**config.mk**
```make
export PLATFORM = sky130hd
export DESIGN_NAME = peripheral_register_arbiter
export DESIGN_NICKNAME = d
export VERILOG_FILES = /design/src/rtl/peripheral_register_arbiter_pkg.sv /design/src/rtl/peripheral_register_arbiter_rr_arbiter_2.sv /design/src/rtl/peripheral_register_arbiter.sv
export SDC_FILE = /design/constraint.sdc
export NUM_CORES = 1
export LEC_CHECK = 0
export CAP_MARGIN = 20
export CORE_AREA = 2 2 107 109
export DETAILED_ROUTE_END_ITERATION = 16
export DIE_AREA = 0 0 109 111
export PLACE_DENSITY = 0.85
export SLEW_MARGIN = 20
export SYNTH_ARGS = -nofsm -noshare
export SYNTH_HDL_FRONTEND = slang
export SYNTH_SLANG_ARGS = --single-unit
```
**constraint.sdc**
```tcl
create_clock -name clk -period 3.95 [get_ports clk]
set_input_delay 0.79 -clock clk [delete_from_list [all_inputs] [get_ports clk]]
set_output_delay 0.79 -clock clk [all_outputs]
set_load 0.01 [all_outputs]
```
**src/rtl/peripheral_register_arbiter_pkg.sv**
```systemverilog
// Shared types and helpers for the two-port peripheral register arbiter.
package peripheral_register_arbiter_pkg;

    localparam int unsigned NUM_PORTS  = 2;
    // Command fields are sized for the widest supported bank; narrower
    // instances zero-extend on capture and truncate on use.
    localparam int unsigned CMD_ADDR_W = 16;
    localparam int unsigned CMD_DATA_W = 64;

    typedef enum logic [1:0] {
        ST_IDLE   = 2'd0,
        ST_ACCESS = 2'd1,
        ST_RESP   = 2'd2
    } state_e;

    typedef struct packed {
        logic                  port;
        logic                  write;
        logic [CMD_ADDR_W-1:0] addr;
        logic [CMD_DATA_W-1:0] wdata;
        logic                  in_range;
    } cmd_t;

    function automatic int unsigned addr_width(input int unsigned regs);
        int unsigned w;
        if (regs <= 1) begin
            w = 1;
        end else begin
            w = 32'($clog2(regs));
        end
        return w;
    endfunction

endpackage

```
**src/rtl/peripheral_register_arbiter_rr_arbiter_2.sv**
```systemverilog
// Combinational two-way round-robin grant; the pointer lives in the parent.
module rr_arbiter_2 (
    input  logic [1:0] valid,
    input  logic       last_grant,
    input  logic       enable,
    output logic [1:0] grant_c
);

    always_comb begin
        grant_c = 2'b00;
        if (enable) begin
            case (valid)
                2'b01:   grant_c = 2'b01;
                2'b10:   grant_c = 2'b10;
                2'b11:   grant_c = last_grant ? 2'b01 : 2'b10;
                default: grant_c = 2'b00;
            endcase
        end
    end

endmodule

```
**src/rtl/peripheral_register_arbiter.sv**
```systemverilog
// Two-port round-robin front end to a peripheral register bank: one access
// at a time, one-hot strobes in ACCESS, one-cycle response pulse in RESP.
module peripheral_register_arbiter
    import peripheral_register_arbiter_pkg::*;
#(
    parameter int unsigned BUSWIDTH     = 32,
    parameter int unsigned REGS         = 4,
    parameter int unsigned ADDRESSWIDTH = addr_width(REGS)
) (
    input  logic                       clk,
    input  logic                       reset,
    input  logic [1:0]                 req_valid,
    output logic [1:0]                 req_ready,
    input  logic [1:0]                 req_write,
    input  logic [2*ADDRESSWIDTH-1:0]  req_addr,
    input  logic [2*BUSWIDTH-1:0]      req_wdata,
    output logic [1:0]                 rsp_valid,
    output logic                       rsp_error,
    output logic [BUSWIDTH-1:0]        rsp_rdata,
    output logic [BUSWIDTH-1:0]        reg_data_in,
    output logic [REGS-1:0]            reg_write_en,
    output logic [REGS-1:0]            reg_read_en,
    input  logic [REGS*BUSWIDTH-1:0]   reg_data_out
);

    state_e                state_q, state_d;
    logic                  last_grant_q, last_grant_d;
    cmd_t                  cmd_q, cmd_d;
    logic [1:0]            rsp_valid_q, rsp_valid_d;
    logic                  rsp_error_q, rsp_error_d;
    logic [BUSWIDTH-1:0]   rsp_rdata_q, rsp_rdata_d;

    logic                  arb_en_c;
    logic [1:0]            grant_c;
    logic                  sel_port_c;
    logic                  sel_write_c;
    logic [ADDRESSWIDTH-1:0] sel_addr_c;
    logic [BUSWIDTH-1:0]   sel_wdata_c;
    logic                  sel_in_range_c;
    logic [REGS-1:0]       cur_onehot_c;
    logic [BUSWIDTH-1:0]   cur_rdata_c;

    // Gating with reset keeps req_ready low while reset is asserted.
    assign arb_en_c = reset && (state_q == ST_IDLE);

    rr_arbiter_2 u_arb (
        .valid      (req_valid),
        .last_grant (last_grant_q),
        .enable     (arb_en_c),
        .grant_c    (grant_c)
    );

    assign req_ready = grant_c;

    assign sel_port_c     = grant_c[1];
    assign sel_write_c    = req_write[sel_port_c];
    assign sel_addr_c     = sel_port_c ? req_addr[2*ADDRESSWIDTH-1:ADDRESSWIDTH]
                                       : req_addr[ADDRESSWIDTH-1:0];
    assign sel_wdata_c    = sel_port_c ? req_wdata[2*BUSWIDTH-1:BUSWIDTH]
                                       : req_wdata[BUSWIDTH-1:0];
    assign sel_in_range_c = (32'(sel_addr_c) < 32'(REGS));

    // Decode of the latched address; out-of-range indices match nothing.
    always_comb begin
        cur_onehot_c = '0;
        cur_rdata_c  = '0;
        for (int unsigned i = 0; i < REGS; i++) begin
            if (cmd_q.addr == CMD_ADDR_W'(i)) begin
                cur_onehot_c[i] = 1'b1;
                cur_rdata_c     = reg_data_out[i*BUSWIDTH +: BUSWIDTH];
            end
        end
    end

    // Bank-side strobes are a pure decode of ACCESS so async reset kills them at once.
    always_comb begin
        reg_write_en = '0;
        reg_read_en  = '0;
        reg_data_in  = '0;
        if ((state_q == ST_ACCESS) && cmd_q.in_range) begin
            if (cmd_q.write) begin
                reg_write_en = cur_onehot_c;
                reg_data_in  = BUSWIDTH'(cmd_q.wdata);
            end else begin
                reg_read_en  = cur_onehot_c;
            end
        end
    end

    always_comb begin
        state_d      = state_q;
        last_grant_d = last_grant_q;
        cmd_d        = cmd_q;
        rsp_valid_d  = 2'b00;
        rsp_error_d  = 1'b0;
        rsp_rdata_d  = '0;

        case (state_q)
            ST_IDLE: begin
                if (|grant_c) begin
                    cmd_d.port     = sel_port_c;
                    cmd_d.write    = sel_write_c;
                    cmd_d.addr     = CMD_ADDR_W'(sel_addr_c);
                    cmd_d.wdata    = CMD_DATA_W'(sel_wdata_c);
                    cmd_d.in_range = sel_in_range_c;
                    last_grant_d   = sel_port_c;
                    state_d        = ST_ACCESS;
                end
            end
            ST_ACCESS: begin
                // Read data is sampled on the same edge the read strobe retires.
                rsp_valid_d[cmd_q.port] = 1'b1;
                rsp_error_d             = !cmd_q.in_range;
                if (!cmd_q.write && cmd_q.in_range) begin
                    rsp_rdata_d = cur_rdata_c;
                end
                state_d = ST_RESP;
            end
            ST_RESP: begin
                state_d = ST_IDLE;
            end
            default: begin
                state_d = ST_IDLE;
            end
        endcase
    end

    always_ff @(posedge clk or negedge reset) begin
        if (!reset) begin
            state_q      <= ST_IDLE;
            last_grant_q <= 1'b1;
            cmd_q        <= '0;
            rsp_valid_q  <= 2'b00;
            rsp_error_q  <= 1'b0;
            rsp_rdata_q  <= '0;
        end else begin
            state_q      <= state_d;
            last_grant_q <= last_grant_d;
            cmd_q        <= cmd_d;
            rsp_valid_q  <= rsp_valid_d;
            rsp_error_q  <= rsp_error_d;
            rsp_rdata_q  <= rsp_rdata_d;
        end
    end

    assign rsp_valid = rsp_valid_q;
    assign rsp_error = rsp_error_q;
    assign rsp_rdata = rsp_rdata_q;

endmodule

```
* After elaboration in Yosys (flattened, before gate mapping)
Cells that the tools add are included.
Word-level totals: flip-flop bits (word level) 75, input port bits 202, logic and storage cells 60
Operators by class: magnitude comparators 3, equal/unequal tests 8, multiplexer cells 29, reduce and logical (&&, ||, !) cells 10
Operator list (count):
- 32-bit 2-to-1 mux | 9
- 16-bit logical NOT | 1
- 4-bit 2-to-1 mux | 4
- 2-bit 2-to-1 mux | 5
- 2-bit == test (second input constant) | 4
- 1-bit 2-to-1 mux | 8
- 2-bit by 1-bit == test with 1-bit output (second input constant) | 3
- 2-bit one-hot mux with 3 select lines | 1
- 1-bit logical AND | 4
- 1-bit by 2-bit < comparator with 1-bit output (second input constant) | 2
- 2-bit one-hot mux with 2 select lines | 1
- 1-bit logical NOT | 2
- 2-bit logical NOT | 1
- 2-bit by 1-bit inequality test with 1-bit output (second input constant) | 1
- 2-bit AND reduction | 1
- 2-bit OR reduction | 1
- 1-bit demux with 1-bit select | 1
- 1-bit greater-or-equal comparator (second input constant) | 1

* Longest topological paths before layout
depth after elaboration 7, mapped depth 6, gate-level depth less buffers 4

* Hierarchy
From an unflattened synthesis, not the netlist that was laid out.
Second synthesis, totals: cells, all modules 294, area, all modules 4116.4 sq um
By module, submodules not included:
- peripheral_register_arbiter | instances 1, cells each 289, area each 4095.2 sq um
- rr_arbiter_2 | instances 1, cells each 5, area each 21.3 sq um

* Worst setup path before layout
OpenSTA, ideal clock, no wires.
kind input to output, start point in reset, end point out req_ready[1], arrival time 1525 ps, slack 1635 ps, stages 3, buffers on the path 1, cell sequence or3b_1 buf_2 nor2_1
On the way: longest elaborated chain between the ends 2
Ends and longest elaborated chain:
- from (decl) | RTL line peripheral_register_arbiter.sv:11 | input logic reset,
- 1-bit logical AND | RTL line peripheral_register_arbiter.sv:44 | assign arb_en_c = reset && (state_q == ST_IDLE);
- 2-bit 2-to-1 mux | RTL line peripheral_register_arbiter_rr_arbiter_2.sv:11 | if (enable) begin
- to (decl) | RTL line peripheral_register_arbiter.sv:13 | output logic [1:0] req_ready,
No other way between the ends.

* Final worst setup path
start point reg state_q[1], end point out reg_data_in[31]
On the way: longest elaborated chain between the ends 3
Ends and longest elaborated chain:
- from (decl) | RTL line peripheral_register_arbiter.sv:26 | state_e state_q, state_d;
- from (signal assigned) | RTL line peripheral_register_arbiter.sv:137 | state_q <= state_d;
- 2-bit by 1-bit == test with 1-bit output | RTL line peripheral_register_arbiter.sv:80 | if ((state_q == ST_ACCESS) && cmd_q.in_range) begin
- 1-bit logical AND | RTL line peripheral_register_arbiter.sv:80
- 32-bit 2-to-1 mux | RTL line peripheral_register_arbiter.sv:80
- to (decl) | RTL line peripheral_register_arbiter.sv:20 | output logic [BUSWIDTH-1:0] reg_data_in,
No other way between the ends.

==> key figures <==
Timing
  – Final-report hold violation count: 0
  – Slew margin rel.: 38.0%
  – Max-slew violations: 0
  – Worst slew pin tran: 0.930 ns
  – RSZ-0062 raised after global routing: false
  – Finish-stage setup viols: 0
  – Final setup TNS: 0 ns
  – Tmin final: 3.32 ns
  – Max Fclk: 302 MHz
  – Clock skew: 0.00997 ns
  – Crit share post-route: between 80% and 90%

Cells and area
  – Multi-input logic area: approximately 0.002 mm2
  – Final Instance Count excl. Fillers: 789
  – Layout cells sized above 1: 9.75%
  – Finished Cell Area: approximately 0.0073 mm2
  – Area Overhead vs Synth: 74.4%
  – Filler instances: roughly 890
  – Fin nets: 843
  – FF+latch area: 0.00188 mm2
  – Diode count: 0

Floorplan
  – # IOs: around 280
  – Core area: 0.0111 mm2
  – Width of the die: 109 um
  – Die Y-Extent: 111 um
  – DIE AREA: 0.0121 mm2
  – Initial Util: 37.7%
  – Row count: 39

Synthesis
  – EDFF count, synth: 0
  – Syn_nets: 585
  – Synthesized area: 0.00418 mm2
  – Syn avg cell area: around 11 um2
  – Cells after synthesis: 383
  – Post-synthesis sequential area ratio: 44.9%
  – Top-area cell type share of the netlist area: 44.3%
  – Yosys warning count: 0
  – Most frequent cells after synthesis: 74 x dfrtp_1, 37 x nand3_1, 35 x a21oi_1, 35 x a31oi_1, 33 x and2_1
  – Share of flip-flops with an asynchronous set or reset: 100%
  – Most frequent cell after synthesis: dfrtp_1
  – Synth unique cells: 29
  – Largest cells by area after synthesis: dfrtp_1 44%, mux4_2 17%, a31oi_1 5.2%
  – Flops & latches, synth: 75
  – Area leader, netlist: dfrtp_1
  – Top FF cell, synth: dfrtp_1

Drt
  – Vias per std cell: 5.32
  – DRC: 0
  – First-pass iteration count of the detailed router: 6
  – DR vias: 4196
  – Total wire length: 14.3 mm
  – Starting DRT DRC Count: 228
  – WL/cell: 18.2 um
  – Routed Antenna Nets: 0

Clocking
  – CTS tree: done
  – Worst-case clock buffer depth: 2
  – Root Buffer: clkbuf_16
  – Clock buffer count from CTS: 9
  – H-tree lvl count: 3
  – Sink Count: 75
  – # Post-CTS Setup Buffers: 0
  – CTS resizes: 0
  – Worst-path clk slew: 0.06 ns
  – Hold_buf cts: 0
  – Clk_lat worst skew: 0.32 ns

Setup path
  – Critical Path Fanout Max: 32
  – Crit path kind: flop to output pin
  – Slowest Stage Delay on Critical Path: 0.74 ns
  – Crit end category: output pin
  – Worst Path Buf+Inv: 2
  – Startpoint Class: flop
  – Critical Path Slowest Stage Cell: and3_1
  – Worst path arrival time: approximately 2.5 ns
  – CP required: 3.16 ns
  – Crit-path cells: nand2b_1 -> inv_2 -> and3_1 -> and2_1 -> clkdlybuf4s50_1
  – CP top delay family: simple AND/OR/NAND/NOR gates

Power and ir drop
  – Worst vdd ir: 222 uV
  – PwrDens: approximately 390 mW/mm2
  – Pwr Total: roughly 2.8 mW
  – Leak Pwr: 2.80 nW

Global route
  – Initial antenna violation count: 0
  – Largest net degree at the start of global routing: 76
  – Total congestion overflow: 0
  – Global-route wire length before repair: between 20 and 25 mm
  – Gr usage total: 24.0%
  – Vias in the first global route: 4309

Placed design
  – Placer Congestion: 0.845
  – Placed insts: 773
  – I/O Buffers: 278
  – Post-DP HPWL: 10.9 mm
  – DP Area: 0.00696 mm2

Flow run
  – Maxcap violations: 0

Outcome
  – Outcome: complete, no violations

Worst hold path
  – Type of the most critical hold path: flop to flop
==> cell usage in the layout, fill, tap and decap left out <==
master | Yosys | final
nand3b_1 | 1 | 1
a21boi_2 | 1 | 1
and2_4 | 1 | 1
dfrtp_1 | 74 | 73
o21ai_0 | 5 | 5
clkinv_2 | 0 | 1
nor2_1 | 9 | 9
or3b_1 | 1 | 1
nand2_1 | 1 | 1
nand3_1 | 37 | 37
clkdlybuf4s50_1 | 0 | 277
a21oi_1 | 35 | 35
inv_1 | 1 | 1
nor3_1 | 2 | 2
dfstp_2 | 1 | 1
and3_1 | 1 | 1
or2_1 | 1 | 2
inv_2 | 1 | 1
o21ai_1 | 30 | 30
a21bo_1 | 1 | 1
buf_4 | 0 | 10
a21o_1 | 2 | 2
nand2b_1 | 4 | 4
nor3b_2 | 0 | 1
clkbuf_8 | 0 | 2
clkbuf_16 | 0 | 9
nor2b_1 | 32 | 32
dfrtp_2 | 0 | 1
mux4_2 | 32 | 32
a31oi_1 | 35 | 35
clkinvlp_4 | 0 | 1
and2_1 | 33 | 33
bufinv_16 | 0 | 2
clkbuf_1 | 14 | 1
==> stage by stage <==
| step | hold WS [ns] | utilization (%) | setup WS [ns] |
|---|---|---|---|
| global route | 0.516 | 65.8 | 0.431 |
| global placement | 0.467 | 62.8 | 0.923 |
| CTS | 0.472 | 65.8 | 0.594 |
| floorplan | 0.418 | - | 1.63 |
| finish | 0.474 | 65.8 | 0.633 |
| detailed placement | 0.459 | 62.8 | 0.849 |
==> cell type report <==
class,instances,share of cell area (%)
sequential,75,25.8
inverter,2,0.103
clock inverter,4,0.996
clock buffer,12,3.52
tap,143,2.45
multi-input combinational,266,28.1
timing repair buffer,287,39.1
==> power breakdown <==
part	internal (mW)	switching, mW	total, mW
sequential	0.897	0.0727	0.970
combinational	0.581	0.407	0.987
clock	0.587	0.300	0.887
==> registers in the layout, indices dropped and copies added (netlist names) <==
name / cells
state_q: 2
rsp_error: 1
last_grant_q: 1
rsp_rdata: 32
cmd_q: 37
rsp_valid: 2
==> kinds of logic (layout without fill, tap and decap cells) <==
| family | count (synthesis) | count (layout) | share of synthesized area [%] |
|---|---|---|---|
| AND/OR/NAND/NOR | 125 | 125 | 17.1 |
| AO/OA/AOI/OAI | 109 | 109 | 14.5 |
| flip-flops | 75 | 75 | 44.9 |
| buffers and inverters | 42 | 305 | 6.20 |
| multiplexers | 32 | 32 | 17.2 |
==> metal layers <==
layer / track usage (%) / routed length, um / vias up
met2: 40.8 / 7420 / 210
met1: 30.3 / 5460 / 2037
met3: 5.00 / 1130 / 26
met4: 7.26 / 328 / 0
met5: 0 / 0 / -
li1: - / - / 1923
==> worst paths after layout <==
path / from / endpoint / slack [ns] / cells after the start
worst max-delay path: state_q[1] / reg_data_in[31] / 0.63 / 5
worst min-delay path: cmd_q[82] / rsp_valid[0] / 0.47 / 1
worst max register to register: state_q[0] / cmd_q[3] / 1.85 / 4
worst min register to register: cmd_q[82] / rsp_valid[0] / 0.47 / 1
max in group asynchronous: reset / cmd_q[65] / 2.57 / 2
min in group asynchronous: reset / cmd_q[24] / 0.71 / 2
Note: power is estimated with default switching activity, not from simulation.
